File: config.mk
export PLATFORM = sky130hd
export DESIGN_NAME = axi_read_arbiter
export DESIGN_NICKNAME = d
export VERILOG_FILES = /design/src/rtl/mem_arb_pkg.sv /design/src/rtl/arb_picker.sv /design/src/rtl/axi_read_arbiter.sv
export SDC_FILE = /design/constraint.sdc
export NUM_CORES = 1
export LEC_CHECK = 0
export CAP_MARGIN = 20
export CORE_MARGIN = 10
export CORE_UTILIZATION = 34
export CTS_BUF_LIST = sky130_fd_sc_hd__clkbuf_4
export DETAILED_ROUTE_END_ITERATION = 10
export PLACE_DENSITY = 0.83
export SLEW_MARGIN = 20
export SYNTH_ARGS = -nofsm -noshare
export SYNTH_HDL_FRONTEND = slang
export SYNTH_SLANG_ARGS = --single-unit
File: constraint.sdc
create_clock -name clk -period 2.4 [get_ports clk]
set_input_delay 0.48 -clock clk [delete_from_list [all_inputs] [get_ports clk]]
set_output_delay 0.48 -clock clk [all_outputs]
set_load 0.01 [all_outputs]
File: src/rtl/mem_arb_pkg.sv
// Shared types and constants for the memory read arbiter.
package mem_arb_pkg;

    // Arbiter FSM states
    typedef enum logic [1:0] {
        ST_IDLE = 2'd0,
        ST_ADDR = 2'd1,
        ST_DATA = 2'd2
    } arb_state_t;

    localparam int ARLEN_W = 8;
    localparam int ARID_W  = 4;

    // Requester indices
    localparam int REQ_DCACHE = 0;
    localparam int REQ_ICACHE = 1;
    localparam int REQ_SBUF   = 2;

endpackage

File: src/rtl/arb_picker.sv
// Combinational winner selection for the read arbiter.
// ARB_ROUND_ROBIN_EN: when defined, search starts one past ptr (round robin);
// otherwise the lowest requesting index wins and ptr is ignored.
module arb_picker #(
    parameter  int NUM_REQ = 3,
    localparam int IDX_W   = $clog2(NUM_REQ)
) (
    input  logic [NUM_REQ-1:0] req,
    input  logic [IDX_W-1:0]   ptr,
    output logic [NUM_REQ-1:0] grant,
    output logic [IDX_W-1:0]   idx
);

`ifdef ARB_ROUND_ROBIN_EN
    int         cand;
    logic [IDX_W-1:0] cand_idx;
    logic       found;

    // First requesting index at or after ptr+1, wrapping modulo NUM_REQ
    always_comb begin
        grant    = '0;
        idx      = '0;
        found    = 1'b0;
        cand     = 0;
        cand_idx = '0;
        for (int off = 1; off <= NUM_REQ; off++) begin
            cand     = (int'(ptr) + off) % NUM_REQ;
            cand_idx = IDX_W'(cand);
            if (!found && req[cand_idx]) begin
                found           = 1'b1;
                grant[cand_idx] = 1'b1;
                idx             = cand_idx;
            end
        end
    end
`else
    logic       found;
    logic       unused_ptr;

    assign unused_ptr = ^ptr;

    // Lowest requesting index wins
    always_comb begin
        grant = '0;
        idx   = '0;
        found = 1'b0;
        for (int i = 0; i < NUM_REQ; i++) begin
            if (!found && req[IDX_W'(i)]) begin
                found              = 1'b1;
                grant[IDX_W'(i)]   = 1'b1;
                idx                = IDX_W'(i);
            end
        end
    end
`endif

endmodule

File: src/rtl/axi_read_arbiter.sv
// Read arbiter: shares one memory read port among NUM_REQ requesters,
// one burst outstanding at a time. Optional round-robin via ARB_ROUND_ROBIN_EN.
//
// state   | meaning
// --------+----------------------------------------------------------
// ST_IDLE | no transaction; pick a winner from req_arvalid
// ST_ADDR | presenting latched address on m_ar*, waiting for m_arready
// ST_DATA | forwarding beats to owner until the last beat of the burst
module axi_read_arbiter
    import mem_arb_pkg::*;
#(
    parameter int NUM_REQ = 3,
    parameter int ADDR_W  = 32,
    parameter int DATA_W  = 32
) (
    input  logic                              clk,
    input  logic                              rst_n,
    input  logic [NUM_REQ-1:0]                req_arvalid,
    input  logic [NUM_REQ-1:0][ADDR_W-1:0]    req_araddr,
    input  logic [NUM_REQ-1:0][ARLEN_W-1:0]   req_arlen,
    input  logic [NUM_REQ-1:0][ARID_W-1:0]    req_arid,
    output logic [NUM_REQ-1:0]                req_arready,
    output logic [NUM_REQ-1:0]                req_rvalid,
    output logic [DATA_W-1:0]                 req_rdata,
    output logic [ARID_W-1:0]                 req_rid,
    output logic                              m_arvalid,
    output logic [ADDR_W-1:0]                 m_araddr,
    output logic [ARLEN_W-1:0]                m_arlen,
    output logic [ARID_W-1:0]                 m_arid,
    input  logic                              m_arready,
    input  logic                              m_rvalid,
    input  logic [DATA_W-1:0]                 m_rdata,
    input  logic [ARID_W-1:0]                 m_rid,
    output logic                              m_rready,
    output logic                              busy,
    output logic [$clog2(NUM_REQ)-1:0]        owner
);

    localparam int IDX_W = $clog2(NUM_REQ);

    arb_state_t          state, state_nxt;
    logic [IDX_W-1:0]    rr_ptr;
    logic [IDX_W-1:0]    pick_idx;
    logic [NUM_REQ-1:0]  pick_grant;
    logic [ADDR_W-1:0]   lat_addr, sel_addr;
    logic [ARLEN_W-1:0]  lat_len, sel_len;
    logic [ARID_W-1:0]   lat_id, sel_id;
    logic [ARLEN_W-1:0]  beat_cnt;
    logic [ARLEN_W-1:0]  last_idx;
    logic                any_req;
    logic                last_beat;

    assign any_req   = |req_arvalid;
    // len 0 is served as a single beat, same as len 1
    assign last_idx  = (lat_len == '0) ? '0 : lat_len - 1'b1;
    assign last_beat = (state == ST_DATA) && m_rvalid && (beat_cnt == last_idx);

    arb_picker #(.NUM_REQ(NUM_REQ)) u_picker (
        .req   (req_arvalid),
        .ptr   (rr_ptr),
        .grant (pick_grant),
        .idx   (pick_idx)
    );

    // One-hot mux of the winning requester's address fields
    always_comb begin
        sel_addr = '0;
        sel_len  = '0;
        sel_id   = '0;
        for (int i = 0; i < NUM_REQ; i++) begin
            if (pick_grant[i]) begin
                sel_addr = sel_addr | req_araddr[i];
                sel_len  = sel_len  | req_arlen[i];
                sel_id   = sel_id   | req_arid[i];
            end
        end
    end

    // State register
    always_ff @(posedge clk) begin
        if (!rst_n) state <= ST_IDLE;
        else        state <= state_nxt;
    end

    // Next state and channel outputs; routing depends on owner only, never m_rid
    always_comb begin
        state_nxt   = state;
        req_arready = '0;
        req_rvalid  = '0;
        req_rdata   = '0;
        req_rid     = '0;
        m_arvalid   = 1'b0;
        m_araddr    = '0;
        m_arlen     = '0;
        m_arid      = '0;
        m_rready    = 1'b0;
        busy        = (state != ST_IDLE);
        case (state)
            ST_IDLE: begin
                if (any_req) state_nxt = ST_ADDR;
            end
            ST_ADDR: begin
                m_arvalid          = 1'b1;
                m_araddr           = lat_addr;
                m_arlen            = lat_len;
                m_arid             = lat_id;
                req_arready[owner] = m_arready;
                if (m_arready) state_nxt = ST_DATA;
            end
            ST_DATA: begin
                m_rready          = 1'b1;
                req_rvalid[owner] = m_rvalid;
                req_rdata         = m_rdata;
                req_rid           = m_rid;
                if (last_beat) state_nxt = ST_IDLE;
            end
            default: state_nxt = ST_IDLE;
        endcase
    end

    // Grant latch and beat counter
    always_ff @(posedge clk) begin
        if (!rst_n) begin
            owner    <= '0;
            lat_addr <= '0;
            lat_len  <= '0;
            lat_id   <= '0;
            beat_cnt <= '0;
        end else begin
            if (state == ST_IDLE && any_req) begin
                owner    <= pick_idx;
                lat_addr <= sel_addr;
                lat_len  <= sel_len;
                lat_id   <= sel_id;
            end
            if (state == ST_ADDR && m_arready)
                beat_cnt <= '0;
            else if (state == ST_DATA && m_rvalid)
                beat_cnt <= beat_cnt + 1'b1;
        end
    end

`ifdef ARB_ROUND_ROBIN_EN
    // Round-robin pointer remembers the last winner
    always_ff @(posedge clk) begin
        if (!rst_n)                        rr_ptr <= '0;
        else if (state == ST_IDLE && any_req) rr_ptr <= pick_idx;
    end
`else
    assign rr_ptr = '0;
`endif

endmodule

**Word level (Yosys, flattened, before mapping)**

Cells that the tools add are included.
W data, S select, Z words.

- Flip-flop bits (word level): 56
- Latch bits: 0
- Memory bits (writable): 0
- Memory bits (read-only): 0
- Output and inout bits: 91
- Memories kept: 0

- $add $sub $neg: 2
- Multipliers: 0
- Div/mod/pow operators: 0
- $lt $le $gt $ge: 2
- Equality and inequality tests: 6
- Shift-type cells: 0
- Multiplexer cells: 25
- Bitwise gates (word level): 6
- Reductions and logical operators: 13

Operator list:

| cell | number |
|---|---|
| $mux W32 | 4 |
| $mux W8 | 4 |
| $or A32 B32 Y32 | 1 |
| $mux W4 | 4 |
| $add A8 B1 Y8 const B | 1 |
| $eq A8 B8 Y1 | 1 |
| $logic_not A8 Y1 | 1 |
| $or A8 B8 Y8 | 1 |
| $sub A8 B1 Y8 const B | 1 |
| $and A3 B3 Y3 | 2 |
| $logic_and A1 B1 Y1 | 6 |
| $mux W1 | 6 |
| $mux W2 | 3 |
| $mux W3 | 2 |
| $ne A2 B2 Y1 const B | 3 |
| $pmux W2 S3 | 1 |
| $or A4 B4 Y4 | 1 |
| $lt A2 B3 Y1 const B | 1 |
| $reduce_and A3 Y1 | 1 |
| $reduce_or A3 Y1 | 1 |
| $demux W1 S2 | 1 |
| $eq A2 B1 Y1 const B | 1 |
| $eq A2 B2 Y1 const B | 1 |
| $ge A2 B1 Y1 const B | 1 |
| other kinds (5) | 5 |

**Depth between registers and ports, before layout**

- Depth in word-level cells: 6
- Mapped depth: 8
- Gate-level depth less buffers: 8

**Cells and area by module**

From an unflattened synthesis, not the netlist that was laid out.

- Cells, all modules: 433
- Area, all modules: 3717.3 µm²

By module, submodules not included:

| module | instances | cells an instance | area an instance (µm²) | sequential area each (µm²) |
|---|---|---|---|---|
| axi_read_arbiter | 1 | 427 | 3669.8 | 1121.1 |
| arb_picker | 1 | 6 | 47.5 | 0.0 |

**Worst setup path before layout**

No wires, ideal clock.

- Kind: register to register
- Start: register lat_len[0]
- End: register state[1]
- Setup time: 91 ps
- Arrival: 1781 ps
- Data required time: 2309 ps
- Path slack: 528 ps
- Cell stages (with the launch flop): 9
- Period minus slack after synthesis: 1872 ps
- Path through: dfxtp_1 > inv_1 > ha_1 > clkbuf_1 > nor2b_1 > a21oi_1 > a2111oi_1 > or3_1 > a311oi_1

- Word-level cells in the longest chain between the ends: 6
- Elaborated cells on any way between the ends: 7
- Classes of those cells: add/sub (1); eq/ne (2); mux (1); reduce/logical (3)

RTL lines:

| item | line | RTL |
|---|---|---|
| start: declaration | axi_read_arbiter.sv:46 | `logic [ARLEN_W-1:0] lat_len, sel_len;` |
| start signal: assignment | axi_read_arbiter.sv:133 | `lat_len <= sel_len;` |
| $sub A8 B1 Y8 or $logic_not A8 Y1 (tied branches) | axi_read_arbiter.sv:55 | `assign last_idx = (lat_len == '0) ? '0 : lat_len - 1'b1;` |
| $mux W8 * | axi_read_arbiter.sv:55 |  |
| $eq A8 B8 Y1 * | axi_read_arbiter.sv:56 | `assign last_beat = (state == ST_DATA) && m_rvalid && (beat_cnt == last_idx);` |
| $logic_and A1 B1 Y1 * | axi_read_arbiter.sv:56 |  |
| $ne A2 B2 Y1 (no line) * | n/a |  |
| $reduce_and A3 Y1 (no line) * | n/a |  |
| end signal: assignment | axi_read_arbiter.sv:82 | `else state <= state_nxt;` |
| end: declaration | axi_read_arbiter.sv:41 | `arb_state_t state, state_nxt;` |

Mark *: on every way between the ends. The rest lies on a longest branch, timed or not.
A chain may end at the register's enable or synchronous reset.

**Worst setup path after layout**

- Start: register state[0]
- End: output port m_arlen[7]

- Word-level cells in the longest chain between the ends: 2

RTL lines:

| item | line | RTL |
|---|---|---|
| $eq A2 B1 Y1 | axi_read_arbiter.sv:98 | `case (state)` |
| $mux W8 | axi_read_arbiter.sv:98 |  |
| end: declaration | axi_read_arbiter.sv:28 | `output logic [ARLEN_W-1:0] m_arlen,` |

No other way between the ends.

==> impl_results.md <==
* Final wirelength at 14700 um
* Root Driver: clkbuf_4
* Drt initial violations at 286
* Post-route cell area at 0.00586 mm^2
* Core area at 0.00928 mm^2
* Final nets at 768
* Synthesis Warnings at 0
* Layout cells sized above 1 at 0.0525
* Critical Path Fanout Max at 23
* Syn_area_per_cell at 8.38 um^2
* Critical Path Source Type: register
* Clk_lat worst skew at 0.38 ns
* Num Clock Sinks at 55
* Fin Setup TNS at 0 ns
* Final hold violation count at 0
* Vias in the first global route at 3969
* 1st-pass router iterations at 7
* Worst Setup End Kind: output port
* Commonest cells after routing, fill and taps aside: clkdlybuf4s50_1 (147), and2_1 (83), dlymetal6s2s_1 (66), dfxtp_1 (53), nor2_1 (42)
* Tmin final at 2.34 ns
* Status: finished, final reports clean
* Number of synthesized flops with an enable pin at 0
* DR WL/cell at 20.3 um
* Worst Path Required at 1.92 ns
* Total number of vias at 3889
* Routability cong. at 0.820
* Commonest non-fill, non-tap cell in the layout: clkdlybuf4s50_1
* DIE AREA at 0.0139 mm^2
* Mapped Cells at 390
* Critical path's slowest cell: clkdlybuf4s50_1
* CTS tree: done
* Max Fclk at 428 MHz
* VDD IR max at 0.217 mV
* Layout Skew at 0.00348 ns
* CP Class: register to output port
* DP Worst Slack at -0.0780 ns
* Initial antenna violation count at 0
* I/O Buffers at 218
* Fraction of registers with async set/reset at 0
* Register area share after synthesis at 0.337
* DRC Markers at 0
* LEAKAGE at 3.47 nW
* Synthesized flop and latch total at 55
* Total GRT Usage at 0.190
* Final Cycle Share at 0.974
* Syn-to-layout area delta at 79.5%
* Post-DP HPWL at 11500 um
* Chip width at 118 um
* I/O Pins at 266
* Hold Crit Class: register to register
* First-pass GRT wire length at 22000 um
* Most used DFF post-synth: dfxtp_1
* Slowest stage delay, CP at 0.54 ns
* Final setup violation count at 0
* Largest net degree at the start of global routing at 44
* Gr ovfl total at 0
* CTS buffer count at 5
* Worst reg-to-reg setup slack at 0.23 ns
* CP cell instances: nor2b_4 -> buf_12 -> and2_1 -> clkdlybuf4s50_1
* CTS H-tree lvls at 2
* Via/cell ratio at 5.40
* Placed Area at 0.00557 mm^2
* Antenna cells at 0
* Relative slew margins at 0.436
* Row count at 35
* Syn Std Cell Area at 0.00327 mm^2
* Setup WS post-layout at 0.0616 ns
* # fillers at 775
* Max-cap check violation count at 0
* Final Max Tran Viols at 0
* Critical Path AT at 1.86 ns
* Clock Tree Buf Depth at 2
* Starting Density at 0.352
* Number of antenna-violating nets in the routed design at 0
* Chip height at 118 um
* PwrDens at 439 mW/mm^2
* Reg clk slew, reported paths at 0.17 ns
* Yosys cell types at 47
* Worst Tran Pin Value at 0.843 ns
==> worst max-delay path: cells and delay by family, from the launching register on <==
family	cells	cell delay, ns
simple gates	2	0.35
buf+inv	2	0.72
flops	1	0.40
==> layer usage <==
layer / vias to the layer above / track usage / part of all wire
li1: 1818 / - / -
met1: 1850 / 0.200 / 0.39
met2: 200 / 0.355 / 0.51
met3: 21 / 0.0614 / 0.082
met4: 0 / 0.0464 / 0.018
met5: - / 0 / 0
==> per-stage QoR <==
| stage | utilization | hold WS (ns) | total power [W] | std cells |
|---|---|---|---|---|
| after CTS | 0.607 | 0.514 | 0.00258 | 718 |
| after floorplan | - | 0.464 | 0.00160 | 392 |
| after detailed placement | 0.600 | 0.482 | 0.00213 | 710 |
| after global routing | 0.632 | 0.536 | 0.00273 | 720 |
| final | 0.632 | 0.514 | 0.00257 | 720 |
| after global placement | 0.600 | 0.472 | 0.00209 | 710 |
==> cell type report <==
class | count | area [um^2] | share of cell area
Clock buffer | 5 | 37.5 | 0.00640
Clock inverter | 3 | 22.5 | 0.00384
Inverter | 5 | 18.8 | 0.00320
Multi-Input combinational cell | 290 | 1990 | 0.340
Sequential cell | 55 | 1110 | 0.189
Tap cell | 129 | 161 | 0.0275
Timing Repair Buffer | 233 | 2520 | 0.430
==> state kept, by name (all words and copies together) (netlist names) <==
name / count
lat_addr: 32
beat_cnt: 8
lat_len: 8
lat_id: 4
state: 2
owner: 1
==> timing repair <==
| action | in CTS | in global routing |
|---|---|---|
| hold buffers | 0 | 0 |
| setup endpoints to repair | 80 | 78 |
| gates resized for setup | 8 | 75 |
| cloned | 0 | 1 |
| setup buffers | 0 | 1 |
| pin swaps | 0 | 0 |
==> power breakdown <==
part | internal [W] | total [W] | switching, W
Clock | 0.000121 | 0.000440 | 0.000319
Sequential | 0.00100 | 0.00107 | 0.0000623
Combinational | 0.000581 | 0.00107 | 0.000486
Total | 0.00171 | 0.00257 | 0.000867
==> logic make-up after synthesis <==
family / count (synthesis) / synth area share
AND/OR/NAND/NOR: 178 / 0.306
AO/OA/AOI/OAI: 95 / 0.253
flip-flops: 55 / 0.337
buffers and inverters: 47 / 0.0613
XOR/XNOR: 8 / 0.0214
adder cells (fa/ha/maj): 3 / 0.0115
multiplexers: 3 / 0.00919
other: 1 / 0.00115
==> worst paths after layout <==
check	from	to	cells past startpoint
setup / recovery	state[0]	m_arlen[7]	4
setup reg to reg	lat_len[0]	state[1]	7
hold / removal	lat_addr[30]	lat_addr[30]	1
hold reg to reg	lat_addr[30]	lat_addr[30]	1
==> Yosys cell counts (2+ instances only) <==
| cell type | n | area share |
|---|---|---|
| and2_1 | 83 | 0.16 |
| dfxtp_1 | 55 | 0.34 |
| nor2_1 | 42 | 0.048 |
| clkbuf_1 | 32 | 0.037 |
| a221o_1 | 18 | 0.055 |
| a222oi_1 | 18 | 0.055 |
| o211a_1 | 17 | 0.052 |
| nor3_1 | 12 | 0.018 |
| a21oi_1 | 10 | 0.015 |
| a221oi_1 | 10 | 0.027 |
| nand2_1 | 10 | 0.011 |
| o21ai_0 | 7 | 0.011 |
| nor2b_1 | 6 | 0.011 |
| xor2_1 | 6 | 0.016 |
| inv_1 | 5 | 0.0057 |
| a211oi_1 | 3 | 0.0069 |
| and3_1 | 3 | 0.0057 |
| buf_2 | 3 | 0.0046 |
| buf_4 | 3 | 0.0069 |
| ha_1 | 3 | 0.011 |
| mux2i_1 | 3 | 0.0092 |
| nand2b_1 | 3 | 0.0057 |
| nand4_1 | 3 | 0.0057 |
| or3_1 | 3 | 0.0057 |
| a21boi_0 | 2 | 0.0046 |
| a2bb2oi_1 | 2 | 0.0054 |
| a311oi_1 | 2 | 0.0054 |
| buf_1 | 2 | 0.0023 |
| nand3_1 | 2 | 0.0031 |
| nand3b_1 | 2 | 0.0046 |
| nor3b_1 | 2 | 0.0046 |
| nor4_1 | 2 | 0.0038 |
| xnor2_1 | 2 | 0.0054 |
(Power assumes the default switching activity.)
